$ cat src/rtl/cic_pkg.sv
// rtl/cic_pkg.sv - shared types, width helpers and parameter legality for the CIC interpolation scheduler
package cic_pkg;

  typedef enum logic [1:0] {
    PRIME = 2'd0,
    EMIT  = 2'd1,
    WAIT  = 2'd2
  } cic_sched_state_t;

  function automatic int phase_w(input int r);
    return (r > 1) ? $clog2(r) : 1;
  endfunction

  function automatic int prime_w(input int n);
    return (n > 0) ? $clog2(n + 1) : 1;
  endfunction

  function automatic bit params_legal(input int r, input int n);
    return (r >= 2) && (r <= 256) && (n >= 1);
  endfunction

endpackage

$ cat src/rtl/cic_phase_counter.sv
// rtl/cic_phase_counter.sv - modulo-R phase counter with enable, terminal-count flag and load-zero
module cic_phase_counter #(
  parameter int R = 4,
  parameter int W = 2
) (
  input  logic         i_clk,
  input  logic         i_rst,
  input  logic         i_en,
  input  logic         i_clr,
  output logic [W-1:0] o_count,
  output logic         o_tc
);

  localparam logic [W-1:0] LAST = W'(R - 1);

  logic [W-1:0] r_count;

  always_ff @(posedge i_clk or negedge i_rst) begin
    if (!i_rst) begin
      r_count <= '0;
    end else if (i_clr) begin
      r_count <= '0;
    end else if (i_en) begin
      r_count <= (r_count == LAST) ? '0 : r_count + 1'b1;
    end
  end

  assign o_count = r_count;
  assign o_tc    = (r_count == LAST);

endmodule

$ cat src/rtl/cic_interp_scheduler.sv
// rtl/cic_interp_scheduler.sv - rate controller owning comb/integrator enables and zero-stuffing
module cic_interp_scheduler
  import cic_pkg::*;
#(
  parameter int R          = 4,
  parameter int N          = 3,
  parameter int DATA_WIDTH = 32
) (
  input  logic                  i_clk,
  input  logic                  i_rst,
  input  logic                  i_in_valid,
  input  logic [DATA_WIDTH-1:0] i_in_data,
  output logic                  o_in_ready,
  output logic                  o_comb_en,
  output logic [DATA_WIDTH-1:0] o_comb_din,
  input  logic [DATA_WIDTH-1:0] i_comb_out,
  input  logic                  i_tick,
  output logic                  o_int_en,
  output logic [DATA_WIDTH-1:0] o_int_din,
  output logic                  o_out_valid,
  output logic                  o_underrun,
  input  logic                  i_underrun_clr
);

  localparam int PHASE_W = phase_w(R);
  localparam int PRIME_W = prime_w(N);
  localparam logic [PRIME_W-1:0] PRIME_LAST = PRIME_W'(N - 1);

  if (!params_legal(R, N)) begin : g_illegal_params
    $error("cic_interp_scheduler: R must be 2..256 and N must be >= 1");
  end

  cic_sched_state_t   r_state;
  logic [PRIME_W-1:0] r_prime_cnt;
  logic               r_out_valid;
  logic               r_underrun;

  logic [PHASE_W-1:0] w_phase;
  logic               w_tc;
  logic               w_in_ready;
  logic               w_int_en;
  logic               w_fwd;
  logic               w_underrun_set;
  logic               w_accept;

  always_comb begin
    w_in_ready     = 1'b0;
    w_int_en       = 1'b0;
    w_fwd          = 1'b0;
    w_underrun_set = 1'b0;
    case (r_state)
      PRIME: w_in_ready = 1'b1;
      EMIT: begin
        w_in_ready = i_tick & w_tc;
        w_int_en   = i_tick;
        w_fwd      = (w_phase == '0);
      end
      WAIT: begin
        w_in_ready     = 1'b1;
        w_int_en       = i_tick;
        w_underrun_set = i_tick;
      end
      default: w_in_ready = 1'b0;
    endcase
  end

  assign w_accept = i_in_valid & w_in_ready;

  // Phase wraps to 0 on its own after the last EMIT tick; the load only matters when entering EMIT.
  cic_phase_counter #(
    .R(R),
    .W(PHASE_W)
  ) u_phase (
    .i_clk   (i_clk),
    .i_rst   (i_rst),
    .i_en    ((r_state == EMIT) & i_tick),
    .i_clr   ((r_state != EMIT) & w_accept),
    .o_count (w_phase),
    .o_tc    (w_tc)
  );

  always_ff @(posedge i_clk or negedge i_rst) begin
    if (!i_rst) begin
      r_state     <= PRIME;
      r_prime_cnt <= '0;
      r_out_valid <= 1'b0;
      r_underrun  <= 1'b0;
    end else begin
      r_out_valid <= w_int_en;
      if (w_underrun_set) begin
        r_underrun <= 1'b1;
      end else if (i_underrun_clr) begin
        r_underrun <= 1'b0;
      end
      case (r_state)
        PRIME: begin
          if (w_accept) begin
            r_prime_cnt <= r_prime_cnt + 1'b1;
            if (r_prime_cnt == PRIME_LAST) begin
              r_state <= EMIT;
            end
          end
        end
        EMIT: begin
          if (i_tick && w_tc && !i_in_valid) begin
            r_state <= WAIT;
          end
        end
        WAIT: begin
          if (i_in_valid) begin
            r_state <= EMIT;
          end
        end
        default: r_state <= PRIME;
      endcase
    end
  end

  assign o_in_ready  = w_in_ready;
  assign o_comb_en   = w_accept;
  assign o_comb_din  = i_in_data;
  assign o_int_en    = w_int_en;
  assign o_int_din   = w_fwd ? i_comb_out : '0;
  assign o_out_valid = r_out_valid;
  assign o_underrun  = r_underrun;

endmodule

$ cat config.mk
export PLATFORM = sky130hd
export DESIGN_NAME = cic_interp_scheduler
export DESIGN_NICKNAME = d
export VERILOG_FILES = /design/src/rtl/cic_pkg.sv /design/src/rtl/cic_phase_counter.sv /design/src/rtl/cic_interp_scheduler.sv
export SDC_FILE = /design/constraint.sdc
export NUM_CORES = 1
export LEC_CHECK = 0
export ABC_AREA = 1
export CAP_MARGIN = 20
export CORE_MARGIN = 2
export CORE_UTILIZATION = 27
export CTS_BUF_LIST = sky130_fd_sc_hd__clkbuf_16
export CTS_CLUSTER_SIZE = 8
export DETAILED_ROUTE_END_ITERATION = 12
export PLACE_DENSITY_LB_ADDON = 0.15
export SYNTH_ARGS = -nofsm -noshare
export SYNTH_HDL_FRONTEND = slang
export SYNTH_SLANG_ARGS = --single-unit
export TNS_END_PERCENT = 20
$ cat constraint.sdc
create_clock -name i_clk -period 2.62 [get_ports i_clk]
set_input_delay 0.524 -clock i_clk [delete_from_list [all_inputs] [get_ports i_clk]]
set_output_delay 0.524 -clock i_clk [all_outputs]
set_load 0.05 [all_outputs]
Yosys cells after proc, flatten, opt, wreduce, memory -nomap -nowiden
Index checks and enable logic that the tools add are counted.

storage, ports and cells
  register bits after elaboration = 8
  input bits = 69
  word-level logic and storage cells = 46

cells by class
  add/subtract/negate cells = 2
  eq/ne operators = 9
  muxes and demuxes = 15
  bitwise operators = 4
  reductions and logical operators = 11

operators by type and width
  kind                                                             count
  32-bit 2-to-1 mux                                                1
  2-bit 2-to-1 mux                                                 7
  2-bit == test, second input constant                             3
  2-bit != test, second input constant                             3
  2-bit one-hot mux with 3 select lines                            1
  1-bit 2-to-1 mux                                                 5
  2-bit by 1-bit adder with 2-bit output, second input constant    2
  1-bit bitwise AND                                                4
  2-bit zero test                                                  2
  2-bit by 1-bit != test with 1-bit output, second input constant  2
  4-bit AND reduction                                              1
  2-bit nonzero test                                               2
  2-bit OR reduction                                               2
  2-bit by 1-bit == test with 1-bit output, second input constant  1
  1-bit logical AND                                                2
  1-bit one-hot mux with 2 select lines                            1
  2-bit AND reduction                                              1
  1-bit zero test                                                  1

Logic depth before layout (Yosys ltp)
  depth in word-level cells = 6
  depth in mapped cells = 9
  gate-level depth less buffers = 9

Hierarchy
A second synthesis with hierarchy kept.

second synthesis, totals
  cell total of the unflattened synthesis = 163
  area total of the unflattened synthesis = 1039.7 um^2

modules (own cells, without submodules)
  module                times used  cells an instance  area each (um^2)  sequential area each (um^2)
  cic_interp_scheduler  1           151                938.4             150.1
  cic_phase_counter     1           12                 101.3             50.0

Least setup slack after synthesis
OpenSTA, ideal clock, no wires.

  path kind = register to output
  start = reg r_state[1]
  end = out o_int_din[0]
  data arrival time = 1719 ps
  slack = 377 ps
  stages on the path, launching flop included = 6
  path through = dfrtp_1 -> inv_1 -> ha_1 -> nand2_1 -> clkbuf_1 -> nor2_1

between the ends
  word-level cells in the longest chain between the ends = 3

RTL lines
  element                                   RTL line                     text
  from (decl)                               cic_interp_scheduler.sv:33   cic_sched_state_t r_state;
  from (signal assigned)                    cic_interp_scheduler.sv:84   r_state <= PRIME;
  from (signal assigned)                    cic_interp_scheduler.sv:100  r_state <= EMIT;
  from (signal assigned)                    cic_interp_scheduler.sv:106  r_state <= WAIT;
  2-bit by 1-bit == test with 1-bit output  cic_interp_scheduler.sv:51   case (r_state)
  1-bit 2-to-1 mux                          cic_interp_scheduler.sv:51
  32-bit 2-to-1 mux                         cic_interp_scheduler.sv:123  assign o_int_din = w_fwd ? i_comb_out : '0;
  to (decl)                                 cic_interp_scheduler.sv:19   output logic [DATA_WIDTH-1:0] o_int_din,

No other way between the ends.

Worst setup path after layout
  start = reg r_state[1]
  end = out o_int_din[25]

The elaborated chain is that of the path after synthesis.

==> flow_summary.toml <==
[logic_synthesis]
ys_seq_area_frac = 0.197
ys.warnings.count = 0
synthCells = 160
synth_top_family_by_area = "buffers and inverters"
synth-async-reset-ratio = 1.00
synth_edf_count = 0
synthTopCellsByArea = "buf_4, dfrtp_1, inv_1, nor2_1, ha_1"
yosysMostFrequentCell = "inv_1"
synth.net_count = 236
ys_top_cells_by_count = "inv_1, nor2_1, buf_4"
muxShareOfSynthArea = 0
synthAdderAreaFrac = 0.0860
syn-cell-area_um2 = 1020
synth-simple-area-share = 0.268
synth-seq-cells = 8
synth-compound-area-share = 0.0319
synthXorXnorAreaFrac = 0.00860
yosysTopAreaCell = "buf_4"
avgSynthCellArea_um2 = 6.37
synth_top_area_frac = 0.236
synth_cell_types = 19
synth_flop_cell = "dfrtp_1"

[layout]
stdcell_count = 251
multi_input_area_um2 = 402
regArea_um2 = 200
fin_util = 0.550
area_growth_pct = 96.2
diodes = 0
nFillCells = 316
final_nets = 281
layout-drive-gt1-share = 0.236

[sta]
min_period_ns = 2.21
setup_viol = 0
period_share = 0.844
worst_pin_slew_ns = 0.503
clock_skew_ns = 0.000983
rsz0062_at_grt = "no"
setup_ws_ns = 0.409
finalSetupTns_ns = 0
hold_viol = 0
relSlewSlack = 0.664
fmax_mhz = 452
drv_slew = 0
hold_slack_ns = 0.466

[placement]
dp_cells = 248
numPortBuffers = 73
dp_slack_ns = 0.404
gp_congestion = 0.747
hpwl_mm = 2.76

[clock_network]
insertion_delay_ns = 0.23
cts_resized = 0
cts_buffers = 3
cts_tree = "yes"
cts_hold_buf = 0
clockBufferDepth = 2
cts_sinks = 8
clockRootBuffer = "clkbuf_16"
post_cts_buffers = 0
htree_levels = 1
path_clk_slew_ns = 0.03

[worst_setup_path]
start_kind = "register"
end_kind = "output pin"
path_class = "reg2out"
critical_path_required_ns = 2.10
crit_fanout = 17
critical_path_arrival_ns = 1.69

[outcome]
outcome = "finished clean"

[routing]
top_layer = "met4"
drc_errors = 0
firstDrtPassIters = 4
drt-initial-drc-count = 44
vias_per_cell = 4.11
dr_wl_met3_um = 320
finalWirelength_mm = 3.10
vias = 1032
drtAntennaViolNets = 0
route.met2.wl_mm = 1.53
met1Wirelength_mm = 1.22
wire_per_inst_um = 12.3

[power]
ir_drop_uv = 566
p_int_w = 0.00109
p_clk_frac = 0.118
power_frac_comb = 0.778
switching_power_w = 0.00105
cellPowerDensity_nw_per_um2 = 1070
switching_share = 0.491
p_leak_nw = 1.01
pwr-share-seq = 0.104

[floorplan]
die_h_um = 65.4
die_w_um = 65.4
ios = 138
start_util = 0.280
fp.coreArea_um2 = 3630
rows = 22
die_area_um2 = 4280

[global_routing]
grt_pass1_wl_mm = 4.70
grt_max_degree = 18
globalRouteOverflowTotal = 0
grt.total_usage = 0.143
antenna_found_initial = 0
grt_pass1_vias = 973

[min_path]
min_path_type = "reg2reg"

[run]
cap_violations = 0
-- final timing paths --
kind | endpoint | cells past startpoint | start | slack (ns)
min in group asynchronous | u_phase.o_count[1] | 1 | i_rst | 0.57
max reg2reg | r_state[1] | 9 | r_state[1] | 1.11
max | o_int_din[25] | 6 | r_state[1] | 0.41
min | r_prime_cnt[0] | 1 | r_prime_cnt[0] | 0.47
min reg2reg | r_prime_cnt[0] | 1 | r_prime_cnt[0] | 0.47
max in group asynchronous | r_state[0] | 1 | i_rst | 1.80
-- metrics by stage --
| step | total power [W] | area, µm² |
|---|---|---|
| 6_report | 0.00213 | 2000 |
| 5_1_grt | 0.00225 | 2000 |
| 2_1_floorplan | 0.00124 | 1020 |
| 4_1_cts | 0.00216 | 2000 |
| 3_3_place_gp | 0.00186 | 1920 |
| 3_5_place_dp | 0.00190 | 1920 |
-- final cells by class --
cell class / instances / area share
repair buffers: 75 / 0.549
multi-input cells: 73 / 0.201
flip-flops and latches: 8 / 0.100
inverters: 44 / 0.0827
clock buffers: 3 / 0.0376
well taps: 48 / 0.0301
-- flip-flops by register name (all words and copies together), names as in the netlist --
register and flops:
r_state 2, u_phase.o_count 2, r_prime_cnt 2, o_underrun 1
o_out_valid 1
-- logic make-up (layout without fill, tap and decap cells) --
family	Yosys count	in the layout
xor gates and xnor gates	1	1
and+or+nand+nor	59	59
buffers and inverters	79	122
AOI/OAI and AO/OA	6	6
DFF	8	8
adders and majority gates	7	7
-- layout by cell type (no fill, tap or decap) --
cell type | Yosys | final
nand3_4 | 1 | 1
nor2_1 | 36 | 36
xor2_1 | 1 | 1
nand2_2 | 2 | 2
buf_12 | 0 | 35
clkbuf_16 | 0 | 3
buf_4 | 32 | 2
ha_1 | 7 | 7
clkdlybuf4s50_1 | 0 | 38
dfrtp_1 | 8 | 8
nand3_1 | 2 | 2
inv_1 | 43 | 43
o21ai_0 | 2 | 2
o21a_1 | 1 | 1
a21oi_1 | 3 | 3
nor2_4 | 1 | 1
nand4_1 | 3 | 3
inv_2 | 1 | 1
nor2_2 | 1 | 1
nand3_2 | 2 | 2
nand2_1 | 11 | 11
-- worst max-delay path, cell delays in order (launching register included) --
cell and delay, ns:
dfrtp_1 0.40, inv_1 0.09, ha_1 0.28, nand2_1 0.10, buf_4 0.20, nor2_1 0.20, buf_12 0.17
-- power groups by stage --
stage / clock (W) / sequential, W / combinational (W)
3_5_place_dp: 0 / 0.000223 / 0.00167
4_1_cts: 0.000258 / 0.000222 / 0.00168
3_3_place_gp: 0 / 0.000217 / 0.00165
5_1_grt: 0.000263 / 0.000228 / 0.00176
2_1_floorplan: 0 / 0.000256 / 0.000984
6_report: 0.000252 / 0.000221 / 0.00166
-- metal layers --
| layer | vias to the layer above | global-route usage |
|---|---|---|
| met4 | 0 | 0.0625 |
| met3 | 6 | 0.0377 |
| met1 | 463 | 0.161 |
| li1 | 509 | - |
| met5 | - | 0 |
| met2 | 54 | 0.251 |
No activity file was read; power rests on OpenSTA's default activity.
